## src/rtl/imem_program_loader.sv

```systemverilog
// rtl/imem_program_loader.sv - byte-stream boot loader that fills instruction memory and releases core reset
// Optional build macro IMEM_LOADER_CHECKSUM_EN adds a trailing XOR checksum byte check.
module imem_program_loader #(
    parameter int ADDR_W = 10
) (
    input  logic              clk,
    input  logic              rst,
    input  logic [7:0]        rx_data,
    input  logic              rx_valid,
    output logic              rx_ready,
    output logic              imem_we,
    output logic [ADDR_W-1:0] imem_addr,
    output logic [31:0]       imem_wdata,
    output logic              core_rst,
    output logic              load_done,
    output logic              load_error,
    output logic [ADDR_W:0]   words_loaded
);

`ifdef IMEM_LOADER_CHECKSUM_EN
    typedef enum logic [2:0] {
        S_LEN_HI, S_LEN_LO, S_PAYLOAD, S_CHECK, S_RUN, S_ERROR
    } state_t;
    localparam state_t S_AFTER_PAYLOAD = S_CHECK;
    localparam logic   CHECK_EN        = 1'b1;
`else
    typedef enum logic [2:0] {
        S_LEN_HI, S_LEN_LO, S_PAYLOAD, S_RUN, S_ERROR
    } state_t;
    localparam state_t S_AFTER_PAYLOAD = S_RUN;
    localparam logic   CHECK_EN        = 1'b0;
`endif

    localparam logic [16:0] MAX_WORDS = 17'(1) << ADDR_W;

    state_t            r_state;
    logic [15:0]       r_len;
    logic [1:0]        r_byte_cnt;
    logic [23:0]       r_asm;
    logic              r_rx_ready;
    logic              r_imem_we;
    logic [ADDR_W-1:0] r_imem_addr;
    logic [31:0]       r_imem_wdata;
    logic              r_core_rst;
    logic              r_load_done;
    logic              r_load_error;
    logic [ADDR_W:0]   r_words_loaded;
`ifdef IMEM_LOADER_CHECKSUM_EN
    logic [7:0]        r_xor;
`endif

    logic              w_accept;
    logic [15:0]       w_len;
    logic [ADDR_W:0]   w_next_count;
    logic              w_last_word;

    assign w_accept     = rx_valid && r_rx_ready;
    assign w_len        = {r_len[15:8], rx_data};
    assign w_next_count = r_words_loaded + (ADDR_W+1)'(1);
    assign w_last_word  = ({1'b0, r_len} == 17'(w_next_count));

    always_ff @(posedge clk) begin
        if (!rst) begin
            r_state        <= S_LEN_HI;
            r_len          <= '0;
            r_byte_cnt     <= '0;
            r_asm          <= '0;
            r_rx_ready     <= 1'b1;
            r_imem_we      <= 1'b0;
            r_imem_addr    <= '0;
            r_imem_wdata   <= '0;
            r_core_rst     <= 1'b1;
            r_load_done    <= 1'b0;
            r_load_error   <= 1'b0;
            r_words_loaded <= '0;
`ifdef IMEM_LOADER_CHECKSUM_EN
            r_xor          <= '0;
`endif
        end else begin
            r_imem_we <= 1'b0;
            case (r_state)
                S_LEN_HI: begin
                    if (w_accept) begin
                        r_len[15:8] <= rx_data;
                        r_state     <= S_LEN_LO;
                    end
                end
                S_LEN_LO: begin
                    if (w_accept) begin
                        r_len[7:0] <= rx_data;
                        if ({1'b0, w_len} > MAX_WORDS) begin
                            r_state      <= S_ERROR;
                            r_rx_ready   <= 1'b0;
                            r_load_error <= 1'b1;
                        end else if (w_len == 16'd0) begin
                            r_state    <= S_AFTER_PAYLOAD;
                            r_rx_ready <= CHECK_EN;
                        end else begin
                            r_state <= S_PAYLOAD;
                        end
                    end
                end
                S_PAYLOAD: begin
                    if (w_accept) begin
`ifdef IMEM_LOADER_CHECKSUM_EN
                        r_xor <= r_xor ^ rx_data;
`endif
                        r_byte_cnt <= r_byte_cnt + 2'd1;
                        r_asm      <= {r_asm[15:0], rx_data};
                        // Fourth byte completes the word: write it out the following cycle.
                        if (r_byte_cnt == 2'd3) begin
                            r_imem_we      <= 1'b1;
                            r_imem_wdata   <= {r_asm, rx_data};
                            r_imem_addr    <= r_words_loaded[ADDR_W-1:0];
                            r_words_loaded <= w_next_count;
                            if (w_last_word) begin
                                r_state    <= S_AFTER_PAYLOAD;
                                r_rx_ready <= CHECK_EN;
                            end
                        end
                    end
                end
`ifdef IMEM_LOADER_CHECKSUM_EN
                S_CHECK: begin
                    if (w_accept) begin
                        r_rx_ready <= 1'b0;
                        if (rx_data == r_xor) begin
                            r_state <= S_RUN;
                        end else begin
                            r_state      <= S_ERROR;
                            r_load_error <= 1'b1;
                        end
                    end
                end
`endif
                S_RUN: begin
                    // Release one edge after entry so the last write has a full cycle to land.
                    if (r_core_rst) begin
                        r_core_rst  <= 1'b0;
                        r_load_done <= 1'b1;
                    end
                end
                S_ERROR: begin
                    r_rx_ready <= 1'b0;
                end
                default: begin
                    r_state      <= S_ERROR;
                    r_rx_ready   <= 1'b0;
                    r_load_error <= 1'b1;
                end
            endcase
        end
    end

    assign rx_ready     = r_rx_ready;
    assign imem_we      = r_imem_we;
    assign imem_addr    = r_imem_addr;
    assign imem_wdata   = r_imem_wdata;
    assign core_rst     = r_core_rst;
    assign load_done    = r_load_done;
    assign load_error   = r_load_error;
    assign words_loaded = r_words_loaded;

endmodule

```

## config.mk

```make
export PLATFORM = sky130hd
export DESIGN_NAME = imem_program_loader
export DESIGN_NICKNAME = d
export VERILOG_FILES = /design/src/rtl/imem_program_loader.sv
export SDC_FILE = /design/constraint.sdc
export NUM_CORES = 1
export LEC_CHECK = 0
export ABC_AREA = 0
export CAP_MARGIN = 20
export CORE_AREA = 5 5 97 99
export DETAILED_ROUTE_END_ITERATION = 8
export DIE_AREA = 0 0 102 104
export HOLD_SLACK_MARGIN = 0.05
export PLACE_DENSITY = 0.77
export SETUP_SLACK_MARGIN = 0.4
export SLEW_MARGIN = 0
export SYNTH_ARGS = -nofsm -noshare
export SYNTH_HDL_FRONTEND = slang
export SYNTH_SLANG_ARGS = --single-unit
```

## constraint.sdc

```tcl
create_clock -name clk -period 2.25 [get_ports clk]
set_input_delay 0.225 -clock clk [delete_from_list [all_inputs] [get_ports clk]]
set_output_delay 0.225 -clock clk [all_outputs]
set_load 0.05 [all_outputs]
```

==> run_results.csv <==
group,metric,value,unit
worst_setup_path,cp.arrival,2.03,ns
routing,ant_nets,0,
cells_and_area,drive_gt1_frac,0.0986,
clock_tree,clock-sinks,103,
worst_setup_path,startpoint_type,"register",
logic_synthesis,synth_edf_count,0,
logic_synthesis,synth_top_family_by_area,"simple AND/OR/NAND/NOR gates",
global_routing,grt_max_degree,74,
logic_synthesis,synthMuxAreaShare,0.0422,
clock_tree,cts_tree,"done",
floorplanning,dieArea,10600,µm²
place,place_congestion,0.838,
floorplanning,start_util,0.508,
routing,vias,3509,
cells_and_area,area_delta_synth_final,25.4,%
logic_synthesis,synthesis.area,4300,µm²
logic_synthesis,synth-seq-area-share,0.479,
outcome,status,"complete, no violations",
timing,fin_setup_tns,0,ns
cells_and_area,fill_cells,737,
cells_and_area,fin_nets,576,
floorplanning,die_h,104,µm
timing,skew,0.0117,ns
clock_tree,clk_latency,0.37,ns
global_routing,grt_overflow,0,
run,maxCapViolations,0,
timing,tightestPinTransition,0.526,ns
floorplanning,rows,34,
routing,wirelength,9.43,mm
timing,period_share,0.804,
timing,slew_viol_final,0,
routing,dr.first_iter.drc_count,171,
logic_synthesis,syn_nets,509,
logic_synthesis,yosysWarnings,0,
cells_and_area,antennaDiodeCount,0,
place,io_buffers,68,
clock_tree,hold_buffers,0,
routing,wire_per_inst,14.0,µm
logic_synthesis,ys.flop_type,"dfxtp_1",
cells_and_area,final_util,0.637,
floorplanning,io_pins,69,
logic_synthesis,synth_compound_area_frac,0.153,
routing,viasPerCell,5.19,
worst_setup_path,cp.required,2.47,ns
global_routing,antenna_found_initial,0,
logic_synthesis,synth_top_area_cell,"dfxtp_1",
power_and_ir_drop,p_leak,1.98,nW
power_and_ir_drop,power_density,624,nW/µm²
clock_tree,path_clk_slew,0.09,ns
logic_synthesis,netlist_instances,496,
timing,slew_headroom,0.648,
logic_synthesis,synth_xor_area_frac,0.0489,
logic_synthesis,avgSynthCellArea,8.68,µm²
clock_tree,clk_path_buf_depth,2,
logic_synthesis,ys_types,35,
worst_setup_path,critPathKind,"register to register",
worst_setup_path,critical-path-slowest-cell,"dfxtp_2",
timing,period_needed,1.81,ns
timing,finalHoldViolCount,0,
logic_synthesis,synth_area_leaders,"dfxtp_1 (48%), nand2_1 (13%), a21boi_1 (11%), mux2i_1 (4.0%), nor2b_1 (3.3%)",
worst_setup_path,end_kind,"register",
power_and_ir_drop,total_power,3.37,mW
routing,drc,0,
worst_setup_path,cp_max_fo,8,
place,hpwl,6.57,mm
timing,rsz0062_at_grt,"true",
logic_synthesis,synth_fa_ha_area_frac,0.00582,
clock_tree,htree_num_levels,3,
floorplanning,core,8470,µm²
global_routing,grt_pass1_wl,15.9,mm
global_routing,grt_use_total,0.182,
clock_tree,root_buffer,"clkbuf_8",
clock_tree,numCtsBuffers,9,
worst_setup_path,critical_path.max_stage_delay,0.44,ns
logic_synthesis,yosysTopAreaCellShare,0.479,
routing,firstDrtPassIters,4,
logic_synthesis,synth_seq_cells,103,
hold_path,hold_class,"input pin to register",
floorplanning,die_w,102,µm
logic_synthesis,ys_async_sr_fraction,0,
worst_setup_path,crit_path_cell_trace,"nand2_1 -> nor4_4 -> xnor2_1 -> nand4_1 -> nor4b_4 -> o211ai_1",
power_and_ir_drop,max-vdd-ir-drop,330,µV
logic_synthesis,synthSimpleGateAreaFrac,0.236,
timing,setup_violations,0,
global_routing,grt_pass1_vias,3341,
timing,max_freq,553,MHz
-- critical path: cells and delay by family, from the launching register on --
kind	cells	cell delay (ns)
flip-flops	1	0.44
AND/OR/NAND/NOR	4	0.96
AO/OA/AOI/OAI	1	0.12
XOR/XNOR	1	0.15
-- layer usage --
layer	part of all wire	global-route usage	wire, µm	vias to the layer above
met5	0	0	0	-
met4	0.020	0.0656	184	0
met3	0.047	0.0295	439	15
met2	0.46	0.279	4370	78
met1	0.47	0.257	4440	1641
li1	-	-	-	1775
-- where the power goes --
group	total, mW	switching (mW)	internal [mW]
Combinational	0.371	0.201	0.170
Clock	1.08	0.658	0.421
Sequential	1.92	0.0500	1.87
-- cell type report --
cell class | count | area (µm²) | share of cell area
clock buffer | 10 | 128 | 0.0236
clock inverter | 6 | 53.8 | 0.00997
inverter | 5 | 18.8 | 0.00348
multi-input combinational | 358 | 2150 | 0.398
sequential | 103 | 2080 | 0.385
tap | 108 | 135 | 0.0250
timing repair buffer | 86 | 836 | 0.155
-- sequential cells by signal, indices dropped and copies added, names as in the netlist, 2 cells and up --
signal and flops:
imem_wdata 32, r_asm 24, r_len 16, words_loaded 11
imem_addr 10, r_state 3, r_byte_cnt 2
-- placed cells by master (no fill, tap or decap), types with 8 or more instances in the layout --
master	Yosys	final
clkdlybuf4s50_1	0	58
xnor2_1	16	16
and2_1	11	11
nand2_1	148	148
mux2i_1	17	17
a21boi_1	61	62
dfxtp_1	103	93
clkbuf_8	0	9
dfxtp_2	0	8
a21boi_0	10	9
nor2b_1	23	22
buf_4	0	16
xor2_1	8	8
o21ai_0	9	8
-- synthesized netlist by cell type (all sizes together) (7+ instances only) --
| master | number |
|---|---|
| and2 | 11 |
| buf | 15 |
| clkbuf | 15 |
| dfxtp | 103 |
| mux2i | 17 |
| a21boi | 71 |
| nor3 | 7 |
| nand2 | 148 |
| xnor2 | 16 |
| o21ai | 9 |
| nor2 | 8 |
| nor2b | 23 |
| xor2 | 8 |
-- final timing paths --
| path | from | to | slack, ns | cells past startpoint |
|---|---|---|---|---|
| min reg2reg | r_asm[21] | imem_wdata[29] | 0.46 | 2 |
| max | words_loaded[4] | rx_ready | 0.44 | 6 |
| max reg2reg | words_loaded[4] | rx_ready | 0.44 | 6 |
| min | rst | core_rst | 0.25 | 2 |
-- cells by family (layout without fill, tap and decap cells) --
kind of cell,count (synthesis),count (layout)
buf+inv,35,107
mux,18,18
xor+xnor,24,24
compound gates,92,92
fa+ha+maj,2,2
flops,103,103
simple gates,222,222
-- metrics by stage --
step           worst slack [ns]  hold WS (ns)  std cells  instance area, µm²
2_1_floorplan             0.406         0.360        496                4340
3_3_place_gp              0.255         0.440        658                5170
3_5_place_dp              0.193         0.446        658                5170
4_1_cts                   0.369         0.247        674                5360
5_1_grt                   0.322         0.285        676                5400
6_report                  0.441         0.251        676                5400
-- what timing repair did --
item / in CTS / in global routing
resized for setup: 8 / 9
cloned: 0 / 0
buffers inserted: 0 / 2
pin swaps: 1 / 1
endpoints found under the setup margin: 8 / 7
Note: power is estimated with default switching activity, not from simulation.
